--- config.mk ---
export PLATFORM = sky130hd
export DESIGN_NAME = mem_arbiter
export DESIGN_NICKNAME = d
export VERILOG_FILES = /design/src/rtl/mem_arbiter.sv
export SDC_FILE = /design/constraint.sdc
export NUM_CORES = 1
export LEC_CHECK = 0
export CAP_MARGIN = 10
export CORE_AREA = 2 2 208 210
export DETAILED_ROUTE_END_ITERATION = 10
export DIE_AREA = 0 0 210 212
export GPL_TIMING_DRIVEN = 0
export PLACE_DENSITY = 0.56
export SLEW_MARGIN = 20
export SYNTH_ARGS = -nofsm -noshare
export SYNTH_HDL_FRONTEND = slang
export SYNTH_SLANG_ARGS = --single-unit
export TNS_END_PERCENT = 20
--- constraint.sdc ---
create_clock -name clk -period 3.77 [get_ports clk]
set_clock_uncertainty 0.2 [all_clocks]
set_input_delay 0.9425 -clock clk [delete_from_list [all_inputs] [get_ports clk]]
set_output_delay 0.9425 -clock clk [all_outputs]
set_load 0.005 [all_outputs]
--- src/rtl/mem_arbiter.sv ---
// Two-requester memory arbiter: instruction fetch and data load/store share
// one memory port. Data normally has priority; a starvation counter hands the
// port to a waiting fetch after STARVE_LIMIT consecutive data grants.
module mem_arbiter #(
  parameter int STARVE_LIMIT = 3
) (
  input  logic        clk,
  input  logic        reset,
  // instruction requester
  input  logic        instr_read_in,
  input  logic [63:0] instr_address_in,
  output logic [63:0] instr_read_value_out,
  output logic        instr_stall_out,
  // data requester
  input  logic        data_read_in,
  input  logic        data_write_in,
  input  logic [63:0] data_address_in,
  input  logic [63:0] data_write_value_in,
  input  logic [7:0]  data_write_mask_in,
  output logic [63:0] data_read_value_out,
  output logic        data_stall_out,
  // memory side
  output logic        mem_valid_out,
  output logic        mem_write_out,
  output logic [63:0] mem_address_out,
  output logic [63:0] mem_write_value_out,
  output logic [7:0]  mem_write_mask_out,
  input  logic        mem_ready_in,
  input  logic [63:0] mem_read_value_in
);

  localparam int SW_RAW = $clog2(STARVE_LIMIT + 1);
  localparam int SW     = (SW_RAW > 2) ? SW_RAW : 2;
  localparam logic [SW-1:0] LIMIT = SW'(STARVE_LIMIT);

  typedef enum logic [1:0] {IDLE, INSTR, DATA} state_t;

  state_t        state_q, state_d;
  logic          mem_valid_q, mem_valid_d;
  logic          mem_write_q, mem_write_d;
  logic [63:0]   mem_address_q, mem_address_d;
  logic [63:0]   mem_write_value_q, mem_write_value_d;
  logic [7:0]    mem_write_mask_q, mem_write_mask_d;
  logic [63:0]   instr_value_q, instr_value_d;
  logic [63:0]   data_value_q, data_value_d;
  logic          instr_done_q, instr_done_d;
  logic          data_done_q, data_done_d;
  logic [SW-1:0] starve_q, starve_d;

  logic data_req;
  logic instr_ok, data_ok, starved, data_defer;
  logic grant_instr, grant_data;

  // Arbitration terms. A requester whose done flag is high is masked for that
  // cycle. If the data requester is still holding a request through its done
  // cycle it keeps its priority: the port idles one cycle rather than letting
  // the fetch slip in, unless the fetch is already starved.
  always_comb begin
    data_req    = data_read_in | data_write_in;
    instr_ok    = instr_read_in & ~instr_done_q;
    data_ok     = data_req & ~data_done_q;
    starved     = (starve_q == LIMIT);
    data_defer  = data_done_q & data_req & ~starved;
    grant_data  = data_ok & ~(instr_ok & starved);
    grant_instr = instr_ok & ~grant_data & ~data_defer;
  end

  // Next-state and registered-output logic.
  always_comb begin
    state_d           = state_q;
    mem_valid_d       = mem_valid_q;
    mem_write_d       = mem_write_q;
    mem_address_d     = mem_address_q;
    mem_write_value_d = mem_write_value_q;
    mem_write_mask_d  = mem_write_mask_q;
    instr_value_d     = instr_value_q;
    data_value_d      = data_value_q;
    instr_done_d      = 1'b0;
    data_done_d       = 1'b0;
    starve_d          = starve_q;

    case (state_q)
      IDLE: begin
        if (!instr_read_in) starve_d = '0;
        if (grant_data) begin
          state_d           = DATA;
          mem_valid_d       = 1'b1;
          mem_write_d       = data_write_in;
          mem_address_d     = data_address_in;
          mem_write_value_d = data_write_in ? data_write_value_in : 64'd0;
          mem_write_mask_d  = data_write_in ? data_write_mask_in : 8'd0;
          if (instr_read_in && !starved) starve_d = starve_q + 1'b1;
        end else if (grant_instr) begin
          state_d           = INSTR;
          mem_valid_d       = 1'b1;
          mem_write_d       = 1'b0;
          mem_address_d     = instr_address_in;
          mem_write_value_d = 64'd0;
          mem_write_mask_d  = 8'd0;
          starve_d          = '0;
        end
      end
      INSTR, DATA: begin
        if (mem_ready_in) begin
          state_d           = IDLE;
          mem_valid_d       = 1'b0;
          mem_write_d       = 1'b0;
          mem_address_d     = 64'd0;
          mem_write_value_d = 64'd0;
          mem_write_mask_d  = 8'd0;
          if (state_q == INSTR) begin
            instr_value_d = mem_read_value_in;
            instr_done_d  = 1'b1;
          end else begin
            if (!mem_write_q) data_value_d = mem_read_value_in;
            data_done_d = 1'b1;
          end
        end
      end
      default: state_d = IDLE;
    endcase
  end

  // State register; reset abandons any in-flight transaction.
  always_ff @(posedge clk) begin
    if (reset) begin
      state_q           <= IDLE;
      mem_valid_q       <= 1'b0;
      mem_write_q       <= 1'b0;
      mem_address_q     <= 64'd0;
      mem_write_value_q <= 64'd0;
      mem_write_mask_q  <= 8'd0;
      instr_value_q     <= 64'd0;
      data_value_q      <= 64'd0;
      instr_done_q      <= 1'b0;
      data_done_q       <= 1'b0;
      starve_q          <= '0;
    end else begin
      state_q           <= state_d;
      mem_valid_q       <= mem_valid_d;
      mem_write_q       <= mem_write_d;
      mem_address_q     <= mem_address_d;
      mem_write_value_q <= mem_write_value_d;
      mem_write_mask_q  <= mem_write_mask_d;
      instr_value_q     <= instr_value_d;
      data_value_q      <= data_value_d;
      instr_done_q      <= instr_done_d;
      data_done_q       <= data_done_d;
      starve_q          <= starve_d;
    end
  end

  // Output mapping; stalls are combinational from the live request.
  always_comb begin
    mem_valid_out        = mem_valid_q;
    mem_write_out        = mem_write_q;
    mem_address_out      = mem_address_q;
    mem_write_value_out  = mem_write_value_q;
    mem_write_mask_out   = mem_write_mask_q;
    instr_read_value_out = instr_value_q;
    data_read_value_out  = data_value_q;
    instr_stall_out      = instr_read_in & ~instr_done_q;
    data_stall_out       = data_req & ~data_done_q;
  end

endmodule

==> flow_metrics.py <==
metrics = {
    "place": {
        "place_congestion": 0.883,
        "dpl.hpwl_um": 31800,
        "dpl_cell_area_um2": 16600,
        "port_buffers": 537,
    },
    "sta": {
        "relSlewSlack_pct": 32.6,
        "max_slew.worst_pin.slew_ns": 1.01,
        "setup_viol": 0,
        "final_max_slew_viol_count": 0,
        "rsz0062_at_grt": "false",
        "fmax_mhz": 279,
        "min_period_ns": 3.58,
        "finalHoldViolCount": 0,
        "hold_slack_ns": 0.254,
        "min_period_over_period_pct": 95.1,
    },
    "floorplan": {
        "die_y_um": 212,
        "dieArea_um2": 44500,
        "initial_utilization_pct": 24.8,
        "ios": 538,
        "core-area_um2": 42500,
        "rows": 76,
        "die_w_um": 210,
    },
    "pwr": {
        "total_power_mw": 10.3,
        "power_frac_comb_pct": 33.3,
        "seq_power_share_pct": 36.2,
        "swShare_pct": 30.7,
        "p_leak_nw": 6.45,
        "clockPowerShare_pct": 30.5,
        "peakVddDrop_v": 0.000380,
        "switching_power_mw": 3.15,
        "powerDensity_nw_per_um2": 581,
        "power.internal_mw": 7.12,
    },
    "synth": {
        "synth_top_area_cell": "dfxtp_1",
        "yosysWarnings": 0,
        "synthCells": 1139,
        "syn_nets": 1413,
        "synth_top_area_share_pct": 51.6,
        "syn_area_um2": 10500,
        "ys_types": 34,
        "avgSynthCellArea_um2": 9.26,
        "ys_seq_area_share_pct": 51.6,
        "ys_seq_elements": 272,
        "synth.top_cells.by_area": "dfxtp_1 (52%), mux2i_1 (13%), nand2_1 (12%)",
    },
    "route": {
        "drc": 0,
        "firstDrtPassIters": 4,
        "wl_um": 41000,
        "ant_nets": 0,
        "avgRoutedWirePerCell_um": 18.0,
        "dr.first_iter.drc_count": 461,
        "avgViaCountPerCell": 4.44,
        "routed-via-count": 10100,
    },
    "hold_path": {
        "hp-class": "flip-flop to flip-flop",
        "hold_path_startpoint": "instr_read_value_out[27]",
    },
    "global_route": {
        "grt.total_usage_pct": 17.7,
        "grt_pass1_wl_um": 61400,
        "first_global_vias": 10400,
        "grt_start_max_net_pins": 17,
        "antenna_found_initial": 3,
        "overflow": 0,
    },
    "job": {
        "cap_violations": 0,
    },
    "clocking": {
        "cts_max_level": 1,
        "insertion_delay_ns": 0.58,
        "cts.repair.resized": 0,
        "hold_buffers": 0,
        "cts-root-buf": "clkbuf_16",
        "numClockSinks": 272,
        "tritoncts": "yes",
        "clk_pin_slew_ns": 0.06,
        "cts_setup_buffers": 0,
        "clockBufferDepth": 3,
        "numCtsBuffers": 31,
    },
    "setup_path": {
        "cp-end-kind": "output port",
        "criticalPathCategory": "input port to output port",
        "cp_max_fo": 6,
        "crit_arrival_ns": 2.44,
        "r2r_slack_ns": 0.89,
        "r2r_start": "state_q[0]",
        "crit_required_ns": 2.63,
        "cp-startpoint": "data_write_in",
        "crit_path_start_kind": "input port",
    },
    "layout": {
        "nets": 1983,
        "synthToLayoutAreaGrowth_pct": 67.6,
        "postLayoutCellArea_um2": 17700,
        "drive_gt1_share_pct": 4.84,
    },
    "status": {
        "status": "complete, no violations",
    },
}
-- synthesized netlist by cell type (all sizes together) --
master and number:
ha 4, inv 7, a221oi 1, or2 1
nand4bb 1, nor3 3, a21bo 1, o41ai 1
mux2 2, a21oi 133, mux2i 136, and2 1
o32a 1, nand2 332, buf 36, a31o 1
o21bai 2, a311o 1, dfxtp 272, nor2 1
a211oi 1, nor2b 4, nor4bb 2, nand2b 73
clkbuf 53, a311oi 1, a2111oi 1, o21a 1
nor3b 1, a21o 1, o2bb2ai 64
-- cells by family after synthesis --
| group | share of synthesized area [%] |
|---|---|
| muxes | 13.1 |
| and+or+nand+nor | 17.1 |
| DFF | 51.6 |
| adders and majority gates | 0.475 |
| AOI/OAI and AO/OA | 12.9 |
| buffers and inverters | 4.76 |
-- sequential cells by signal, summed over array words and instances, names as in the netlist --
name and count:
data_done_q 1, data_read_value_out 64, instr_done_q 1, instr_read_value_out 64, mem_address_out 64, mem_valid_out 1
mem_write_mask_out 8, mem_write_out 1, mem_write_value_out 64, starve_q 2, state_q 2
-- cell usage in the layout, fill, tap and decap left out, drive strengths merged, types with 2 or more instances in the layout --
cell / instances
nor2b: 4
buf: 36
dfxtp: 272
bufinv: 2
mux2i: 136
clkdlybuf4s50: 537
nand2b: 73
o21bai: 2
diode: 3
a21oi: 133
clkinv: 7
nand2: 332
o2bb2ai: 64
nor3: 3
ha: 4
nor4bb: 2
mux2: 2
clkbuf: 99
clkinvlp: 2
inv: 8
-- power groups by stage --
stage | logic [mW] | clock network, mW | registers [mW]
global route | 3.70 | 3.35 | 3.78
detailed placement | 3.46 | 0 | 3.76
global placement | 3.44 | 0 | 3.75
floorplan | 1.51 | 0 | 3.79
CTS | 3.48 | 3.24 | 3.72
finish | 3.42 | 3.13 | 3.72
-- per-stage QoR --
stage	utilization, %	setup WS, ns	TNS, ns	std cells
after global routing	41.6	0.0540	0	2282
after floorplan	-	1.28	0	1139
final	41.6	0.186	0	2283
after CTS	41.6	0.174	0	2280
after detailed placement	39.1	-0.0672	-0.214	2222
after global placement	39.1	-0.0522	-0.0522	2222
-- final timing paths --
check,depth (start not counted),endpoint
worst min register to register,2,instr_read_value_out[27]
worst max register to register,8,mem_address_out[1]
worst min-delay path,2,instr_read_value_out[27]
worst max-delay path,4,data_stall_out
-- layout make-up --
class                      instances  area, µm²
antenna                            3       7.51
buffer                            89        475
clock buffer                      46        932
clock inverter                    12        130
fill                            4198      24800
inverter                           7       26.3
multi-input combinational        771       4600
sequential                       272       5450
tap                              546        683
timing repair buffer             537       5380
-- critical path, stage by stage --
cell             delay (ns)
clkdlybuf4s50_1        0.44
o21bai_1               0.42
inv_1                  0.11
clkdlybuf4s50_1        0.53
-- metal layers --
layer	routed length, µm	vias to the layer above	GRT usage (%)
met4	1410	0	6.65
met1	16900	4745	21.2
met3	2720	80	4.24
met2	20000	332	30.8
met5	0	-	0
li1	-	4972	-
(Power assumes the default switching activity.)
